$ cat config.mk
export PLATFORM = sky130hd
export DESIGN_NAME = detector_test_sequencer_flat
export DESIGN_NICKNAME = d
export VERILOG_FILES = /design/src/rtl/detector_test_sequencer_if.sv /design/src/rtl/detector_test_sequencer.sv /design/src/flat_wrapper.sv
export SDC_FILE = /design/constraint.sdc
export NUM_CORES = 1
export LEC_CHECK = 0
export ABC_AREA = 1
export ABC_CLOCK_PERIOD_IN_PS = 1600
export BUFFER_PORTS_ARGS = -buffer_cell sky130_fd_sc_hd__buf_2
export CAP_MARGIN = 20
export CORE_AREA = 2 2 66 68
export CTS_CLUSTER_DIAMETER = 50
export DETAILED_ROUTE_END_ITERATION = 8
export DIE_AREA = 0 0 68 70
export GPL_TIMING_DRIVEN = 0
export PLACE_DENSITY = 0.67
export SLEW_MARGIN = 20
export SYNTH_ARGS = -nofsm -noshare
export SYNTH_HDL_FRONTEND = slang
export SYNTH_SLANG_ARGS = --single-unit
$ cat constraint.sdc
create_clock -name clk -period 1.6 [get_ports clk]
set_input_delay 0.16 -clock clk [delete_from_list [all_inputs] [get_ports clk]]
set_output_delay 0.16 -clock clk [all_outputs]
set_load 0.02 [all_outputs]
$ cat src/rtl/detector_test_sequencer_if.sv
`default_nettype none
// =============================================================================
// detector_test_sequencer_if : board-side and detector-side signals of the
// 101101 detector test sequencer. Macro SEQ_HIT_LOG_EN adds the hit-log signals.
// Revision: 1.0
// =============================================================================
interface detector_test_sequencer_if #(
  parameter int LEN   = 16,
  parameter int CNT_W = 4,
  parameter int IDX_W = 6
);
  logic             start;
  logic [LEN-1:0]   pattern;
  logic             mode;
  logic             z_in;
  logic             x_out;
  logic             m_out;
  logic             det_clr;
  logic             busy;
  logic             done;
  logic [IDX_W-1:0] bit_idx;
  logic [CNT_W-1:0] hit_count;

`ifdef SEQ_HIT_LOG_EN
  logic [IDX_W-1:0] first_hit_idx;
  logic [IDX_W-1:0] last_hit_idx;
  logic             hit_seen;

  modport master (
    output start, pattern, mode, z_in,
    input  x_out, m_out, det_clr, busy, done, bit_idx, hit_count,
    input  first_hit_idx, last_hit_idx, hit_seen
  );
  modport slave (
    input  start, pattern, mode, z_in,
    output x_out, m_out, det_clr, busy, done, bit_idx, hit_count,
    output first_hit_idx, last_hit_idx, hit_seen
  );
`else
  modport master (
    output start, pattern, mode, z_in,
    input  x_out, m_out, det_clr, busy, done, bit_idx, hit_count
  );
  modport slave (
    input  start, pattern, mode, z_in,
    output x_out, m_out, det_clr, busy, done, bit_idx, hit_count
  );
`endif
endinterface
`default_nettype wire

$ cat src/rtl/detector_test_sequencer.sv
`default_nettype none
// =============================================================================
// detector_test_sequencer : clears the detector, shifts a pattern MSB first into
// X, counts Z hits with Moore/Mealy timing compensation. Macro: SEQ_HIT_LOG_EN.
// Revision: 1.0
// =============================================================================
module detector_test_sequencer #(
  parameter int LEN   = 16,
  parameter int CNT_W = 4,
  parameter int IDX_W = 6
) (
  input  logic                     clk,
  input  logic                     reset,
  detector_test_sequencer_if.slave bus
);

  typedef enum logic [2:0] {
    S_IDLE  = 3'd0,
    S_CLEAR = 3'd1,
    S_SHIFT = 3'd2,
    S_DRAIN = 3'd3,
    S_DONE  = 3'd4
  } state_t;

  localparam logic [IDX_W-1:0] LAST_IDX = IDX_W'(LEN - 1);
  localparam logic [CNT_W-1:0] CNT_MAX  = {CNT_W{1'b1}};

  state_t           state, state_n;
  logic [LEN-1:0]   pat_sr, pat_sr_n;
  logic             x_n, m_n, det_clr_n, busy_n, done_n;
  logic [IDX_W-1:0] idx_n;
  logic [CNT_W-1:0] cnt_n;
  logic             accept, count_en, hit;

  // Moore Z lags its completing bit by one cycle: skip SHIFT 0, include DRAIN.
  assign accept   = (state == S_IDLE) && bus.start;
  assign count_en = ((state == S_SHIFT) && (bus.m_out || (bus.bit_idx != '0))) ||
                    ((state == S_DRAIN) && !bus.m_out);
  assign hit      = count_en && bus.z_in;

  always_comb begin
    state_n   = state;
    pat_sr_n  = pat_sr;
    x_n       = 1'b0;
    m_n       = bus.m_out;
    det_clr_n = 1'b0;
    busy_n    = 1'b1;
    done_n    = 1'b0;
    idx_n     = bus.bit_idx;
    cnt_n     = bus.hit_count;

    if (hit && (bus.hit_count != CNT_MAX)) begin
      cnt_n = bus.hit_count + 1'b1;
    end

    case (state)
      S_IDLE: begin
        busy_n = 1'b0;
        if (bus.start) begin
          state_n   = S_CLEAR;
          pat_sr_n  = bus.pattern;
          m_n       = bus.mode;
          cnt_n     = '0;
          idx_n     = '0;
          det_clr_n = 1'b1;
          busy_n    = 1'b1;
        end
      end
      S_CLEAR: begin
        state_n  = S_SHIFT;
        idx_n    = '0;
        x_n      = pat_sr[LEN-1];
        pat_sr_n = pat_sr << 1;
      end
      S_SHIFT: begin
        if (bus.bit_idx == LAST_IDX) begin
          state_n = S_DRAIN;
        end else begin
          idx_n    = bus.bit_idx + 1'b1;
          x_n      = pat_sr[LEN-1];
          pat_sr_n = pat_sr << 1;
        end
      end
      S_DRAIN: begin
        state_n = S_DONE;
        done_n  = 1'b1;
      end
      S_DONE: begin
        state_n = S_IDLE;
        busy_n  = 1'b0;
      end
      default: begin
        state_n = S_IDLE;
        busy_n  = 1'b0;
      end
    endcase
  end

  always_ff @(posedge clk or posedge reset) begin
    if (reset) begin
      state         <= S_IDLE;
      pat_sr        <= '0;
      bus.x_out     <= 1'b0;
      bus.m_out     <= 1'b0;
      bus.det_clr   <= 1'b0;
      bus.busy      <= 1'b0;
      bus.done      <= 1'b0;
      bus.bit_idx   <= '0;
      bus.hit_count <= '0;
    end else begin
      state         <= state_n;
      pat_sr        <= pat_sr_n;
      bus.x_out     <= x_n;
      bus.m_out     <= m_n;
      bus.det_clr   <= det_clr_n;
      bus.busy      <= busy_n;
      bus.done      <= done_n;
      bus.bit_idx   <= idx_n;
      bus.hit_count <= cnt_n;
    end
  end

`ifdef SEQ_HIT_LOG_EN
  logic [IDX_W-1:0] log_idx, first_n, last_n;
  logic             seen_n;

  // Logged index is the completing bit, which for Moore is the previous one.
  assign log_idx = (bus.m_out || (state == S_DRAIN)) ? bus.bit_idx : (bus.bit_idx - 1'b1);

  always_comb begin
    first_n = bus.first_hit_idx;
    last_n  = bus.last_hit_idx;
    seen_n  = bus.hit_seen;
    if (accept) begin
      first_n = '0;
      last_n  = '0;
      seen_n  = 1'b0;
    end else if (hit) begin
      last_n = log_idx;
      if (!bus.hit_seen) begin
        first_n = log_idx;
        seen_n  = 1'b1;
      end
    end
  end

  always_ff @(posedge clk or posedge reset) begin
    if (reset) begin
      bus.first_hit_idx <= '0;
      bus.last_hit_idx  <= '0;
      bus.hit_seen      <= 1'b0;
    end else begin
      bus.first_hit_idx <= first_n;
      bus.last_hit_idx  <= last_n;
      bus.hit_seen      <= seen_n;
    end
  end
`endif

endmodule
`default_nettype wire
$ cat src/flat_wrapper.sv
// flat-port wrapper written by rule: the top's interface ports become plain ports
module detector_test_sequencer_flat 
#(
  parameter int LEN   = 16,
  parameter int CNT_W = 4,
  parameter int IDX_W = 6
)
  (clk, reset, bus_start, bus_pattern, bus_mode, bus_z_in, bus_x_out, bus_m_out, bus_det_clr, bus_busy, bus_done, bus_bit_idx, bus_hit_count);
  detector_test_sequencer_if #(.LEN(LEN), .CNT_W(CNT_W), .IDX_W(IDX_W)) bus_i ();
  input  logic clk;
  input  logic reset;
  input wire logic [$bits(bus_i.start)-1:0] bus_start;
  input wire logic [$bits(bus_i.pattern)-1:0] bus_pattern;
  input wire logic [$bits(bus_i.mode)-1:0] bus_mode;
  input wire logic [$bits(bus_i.z_in)-1:0] bus_z_in;
  output wire logic [$bits(bus_i.x_out)-1:0] bus_x_out;
  output wire logic [$bits(bus_i.m_out)-1:0] bus_m_out;
  output wire logic [$bits(bus_i.det_clr)-1:0] bus_det_clr;
  output wire logic [$bits(bus_i.busy)-1:0] bus_busy;
  output wire logic [$bits(bus_i.done)-1:0] bus_done;
  output wire logic [$bits(bus_i.bit_idx)-1:0] bus_bit_idx;
  output wire logic [$bits(bus_i.hit_count)-1:0] bus_hit_count;
  assign bus_i.start = bus_start;
  assign bus_i.pattern = bus_pattern;
  assign bus_i.mode = bus_mode;
  assign bus_i.z_in = bus_z_in;
  assign bus_x_out = bus_i.x_out;
  assign bus_m_out = bus_i.m_out;
  assign bus_det_clr = bus_i.det_clr;
  assign bus_busy = bus_i.busy;
  assign bus_done = bus_i.done;
  assign bus_bit_idx = bus_i.bit_idx;
  assign bus_hit_count = bus_i.hit_count;
  detector_test_sequencer #(.LEN(LEN), .CNT_W(CNT_W), .IDX_W(IDX_W)) u_core (.clk(clk), .reset(reset), .bus(bus_i));
endmodule
## Yosys cells after proc, flatten, opt, wreduce, memory -nomap -nowiden

Index checks and enable logic that the tools add are counted.
W data, S select, Z words.

| cells by class | value |
|---|---|
| shifts and indexed selects | 0 |
| reductions and logical operators | 14 |
| equal/unequal tests | 8 |
| bitwise logic cells | 0 |
| multiplexer cells | 18 |
| divide/modulo/power cells | 0 |
| $lt $le $gt $ge | 0 |
| $add $sub $neg | 2 |
| multiply operators | 0 |

Operators by type and width:

| operator | number |
|---|---|
| $pmux W16 S3 | 1 |
| $mux W16 | 2 |
| $pmux W6 S3 | 1 |
| $mux W4 | 3 |
| $mux W6 | 2 |
| $pmux W3 S4 | 1 |
| $add A6 B1 Y6 const B | 1 |
| $eq A3 B2 Y1 const B | 2 |
| $eq A6 B4 Y1 const B | 1 |
| $mux W3 | 2 |
| $ne A2 B2 Y1 const B | 3 |
| $reduce_bool A6 Y1 | 1 |
| $add A4 B1 Y4 const B | 1 |
| $logic_and A1 B1 Y1 | 4 |
| $mux W1 | 4 |
| $ne A4 B4 Y1 const B | 1 |
| $pmux W1 S2 | 2 |
| $reduce_and A2 Y1 | 2 |
| $eq A3 B1 Y1 const B | 1 |
| $logic_not A3 Y1 | 1 |
| $reduce_and A3 Y1 | 1 |
| $reduce_bool A3 Y1 | 1 |
| $reduce_or A3 Y1 | 1 |
| $logic_or A1 B1 Y1 | 2 |
| $logic_not A1 Y1 | 1 |

| word-level totals | value |
|---|---|
| memory bits (read-only) | 0 |
| bits in latches | 0 |
| memories kept | 0 |
| memory bits (writable) | 0 |
| logic and storage cells | 51 |
| output and inout bits | 15 |
| input bits | 21 |
| flip-flop bits (word level) | 34 |

## Logic depth before layout (Yosys ltp)

| depth | value |
|---|---|
| depth after elaboration | 9 |
| mapped depth | 11 |
| mapped depth without buffers | 11 |

## Worst setup path after synthesis

Ideal clock, no wire load.

| timing | value |
|---|---|
| path kind | reg2reg |
| start | register u_core.bus.bit_idx[1] |
| end | register u_core.pat_sr[10] |
| data required time | 1.478 ns |
| cell stages (with the launch flop) | 12 |
| setup time | 0.122 ns |
| path buffers | 1 |
| slack | 0.045 ns |
| data arrival time | 1.434 ns |
| period minus slack after synthesis | 1.555 ns |
| cells stage by stage | dfrtp_1 -> ha_1 -> nand2_1 -> inv_1 -> nand3_1 -> nand2_2 -> o21ai_2 -> nand2_4 -> inv_6 -> buf_12 -> o211ai_2 -> nand2_1 |

| between the ends | value |
|---|---|
| longest elaborated chain between the ends | 3 |

Ends and longest elaborated chain:

| what | RTL line | text |
|---|---|---|
| start, declared | detector_test_sequencer_if.sv:46 | `output x_out, m_out, det_clr, busy, done, bit_idx, hit_count` |
| start signal, assigned | detector_test_sequencer.sv:118 | `bus.bit_idx <= idx_n;` |
| $eq A6 B4 Y1 | detector_test_sequencer.sv:76 | `if (bus.bit_idx == LAST_IDX) begin` |
| $ne A2 B2 Y1 (no line) | -- |  |
| $reduce_and A3 Y1 (no line) | -- |  |
| end signal, assigned | detector_test_sequencer.sv:112 | `pat_sr <= pat_sr_n;` |
| end, declared | detector_test_sequencer.sv:29 | `logic [LEN-1:0] pat_sr, pat_sr_n;` |

No other way between the ends.
A chain may end at the register's enable or synchronous reset.

## Worst setup path in the final report

| timing | value |
|---|---|
| start | register u_core.bus.bit_idx[1] |
| end | register u_core.pat_sr[11] |

The elaborated chain is that of the path after synthesis.

==> impl_metrics.json <==
{
  "numPortBuffers": 35,
  "avgSynthCellArea_um2": 8.96,
  "place_inst": 288,
  "clk_pin_slew_worst_paths_ps": 70,
  "min_period_ps": 1530,
  "grt_start_max_net_pins": 35,
  "cts_tree": "done",
  "crit_arrival_ps": 1700,
  "p_leak_nw": 1.16,
  "peakVddDrop_uv": 979,
  "finalCritPeriodShare": 0.956,
  "globalRoute.totalOverflow": 0,
  "synth_nets": 225,
  "cap_viol_max_count": 0,
  "drv_slew": 0,
  "skew_ps": 6.12,
  "nets": 277,
  "area_delta_synth_final_pct": 24.5,
  "critPathLaunchType": "flip-flop",
  "grt_pass1_wl_um": 5610,
  "die-area_um2": 4760,
  "die_x_um": 68,
  "remaining_drc_errors": 0,
  "ys_seq_area_frac": 0.472,
  "cp-end-kind": "flip-flop",
  "synthMostInstantiatedCell": "nand2_1",
  "design_area_um2": 2240,
  "min_path_type": "in -> async",
  "num_antenna_cells": 0,
  "core_um2": 4140,
  "grt_pass1_vias": 1301,
  "die_h_um": 70,
  "use_met2": 0.252,
  "clockBufferDepth": 2,
  "crit_required_ps": 1770,
  "final_util": 0.541,
  "cts_num_sinks": 34,
  "routed_via_density": 4.84,
  "drive_gt1_frac": 0.390,
  "violations": "negative hold slack",
  "fillers": 425,
  "use_met1": 0.202,
  "first_iter_violations": 52,
  "path_class": "reg -> reg",
  "cts_max_level": 2,
  "dp_slack_ps": 30.7,
  "ys_warn_count": 0,
  "relSlewSlack": 0.539,
  "synth-edff-count": 0,
  "ys_types": 34,
  "num_rows": 24,
  "ant_nets": 0,
  "worst_slew_pin_slew_ps": 690,
  "netlist_area_um2": 1800,
  "setup_viol": 0,
  "synth_area_leader_cell": "dfrtp_1",
  "setup_ws_ps": 70.6,
  "cts_buffers": 5,
  "synth_flop_cell": "dfrtp_1",
  "stdcell_count": 306,
  "wire_per_inst_um": 11.7,
  "crit_fanout": 10,
  "synth_area_leaders": "dfrtp_1 (47%), nand2_1 (13%), o211ai_2 (9.0%), nor2_1 (3.8%), inv_1 (3.3%)",
  "clock_latency_ps": 280,
  "clock.fmax_ghz": 0.654,
  "ys_ff_latch": 34,
  "top_level_ports": 36,
  "cts_root_buffer": "clkbuf_8",
  "gp_congestion": 0.792,
  "start_util": 0.435,
  "antenna_found_initial": 0,
  "placed_area_um2": 2040,
  "hpwl_um": 2430,
  "busiest_layer": "met2",
  "globalRouteMet3Util": 0.0338,
  "post-synth-top-area-fraction": 0.472,
  "synth_cells": 201,
  "power.density_nw_per_um2": 2130,
  "firstDrtPassIters": 4,
  "async_flop_share": 1.00,
  "synthTopCellsByCount": "nand2_1 (62), dfrtp_1 (34), nor2_1 (18)",
  "vias": 1480,
  "grt_usage": 0.158,
  "hold_slack_ps": -17.1,
  "finalHoldViolations": 34,
  "status": "finished, violations left",
  "wirelength_um": 3580
}
cells in the final DEF (no fill, tap or decap), types with 2 or more instances in the layout:
master and instances:
o211ai_2 13, xor2_1 2, nor3_1 2, dfrtp_1 34
or2_0 3, or2_2 7, nand3_1 5, o21ai_0 2
clkbuf_8 6, buf_6 2, buf_4 11, nand3_2 4
o21ai_1 4, nand2_4 2, nand2_1 60, inv_2 6
or2_1 2, nand2_2 4, inv_1 13, nor2_1 18
buf_2 35, ha_1 2
kinds of logic after synthesis:
group,Yosys count,synth area share
compound gates,24,0.126
xor+xnor,3,0.0146
fa+ha+maj,3,0.0208
buf+inv,26,0.0785
flops,34,0.472
simple gates,111,0.288
path summary, 6_finish.rpt:
kind | startpoint | end | depth (start not counted) | slack, ps
setup reg to reg | u_core.bus.bit_idx[1] | u_core.pat_sr[11] | 11 | 70
min in group clk | bus_mode | u_core.bus.m_out | 3 | 100
max in group asynchronous | reset | u_core.pat_sr[10] | 2 | 1170
hold / removal | reset | u_core.bus.hit_count[1] | 2 | -20
hold reg to reg | u_core.pat_sr[14] | u_core.pat_sr[14] | 2 | 500
setup / recovery | u_core.bus.bit_idx[1] | u_core.pat_sr[11] | 11 | 70
flip-flops by register name (all words and copies together) (netlist names):
| signal | flops |
|---|---|
| u_core.pat_sr | 16 |
| u_core.bus.bit_idx | 6 |
| u_core.bus.hit_count | 4 |
| u_core.state | 3 |
| u_core.bus.busy | 1 |
| u_core.bus.det_clr | 1 |
| u_core.bus.done | 1 |
| u_core.bus.m_out | 1 |
| u_core.bus.x_out | 1 |
layout make-up:
type	instances	area [µm²]	share of cell area
inverters	21	86.3	0.0385
multi-input cells	142	850	0.379
clock buffers	7	86.3	0.0385
well taps	52	65.1	0.0290
plain buffers	5	57.6	0.0257
flip-flops and latches	34	851	0.379
repair buffers	44	243	0.108
clock inverters	1	5.00	0.00223
routing by layer:
| metal | routed length, µm | vias to the layer above |
|---|---|---|
| met4 | 72 | 0 |
| met5 | 0 | - |
| met3 | 133 | 9 |
| met1 | 1590 | 687 |
| li1 | - | 747 |
| met2 | 1780 | 37 |
through the flow:
step | TNS [ps] | power, mW | hold WS [ps]
global route | -270 | 5.17 | 49.3
finish | 0 | 4.79 | -17.1
global placement | 0 | 3.82 | 373
floorplan | 0 | 3.35 | 281
detailed placement | 0 | 3.88 | 321
CTS | 0 | 4.54 | 24.9
power by group:
part           internal (mW)  total [mW]  switching (mW)
combinational           1.12        2.67            1.55
sequential              1.22        1.47           0.249
clock                  0.347       0.645           0.298
critical path, cell delays in order, from the launching register on:
cell	delay, ps
dfrtp_1	380
ha_2	200
nand2_2	60
inv_2	80
nand3_2	60
nand2_2	110
o21ai_4	80
nand2_4	120
inv_6	60
buf_12	140
o211ai_2	50
nand2_1	70
what timing repair did:
item                       4_1_cts  5_1_grt
gates resized for setup          0       11
setup buffers                    0        9
hold buffers                     0        0
setup endpoints to repair        0       20
Power figures use the tool's default switching activity.
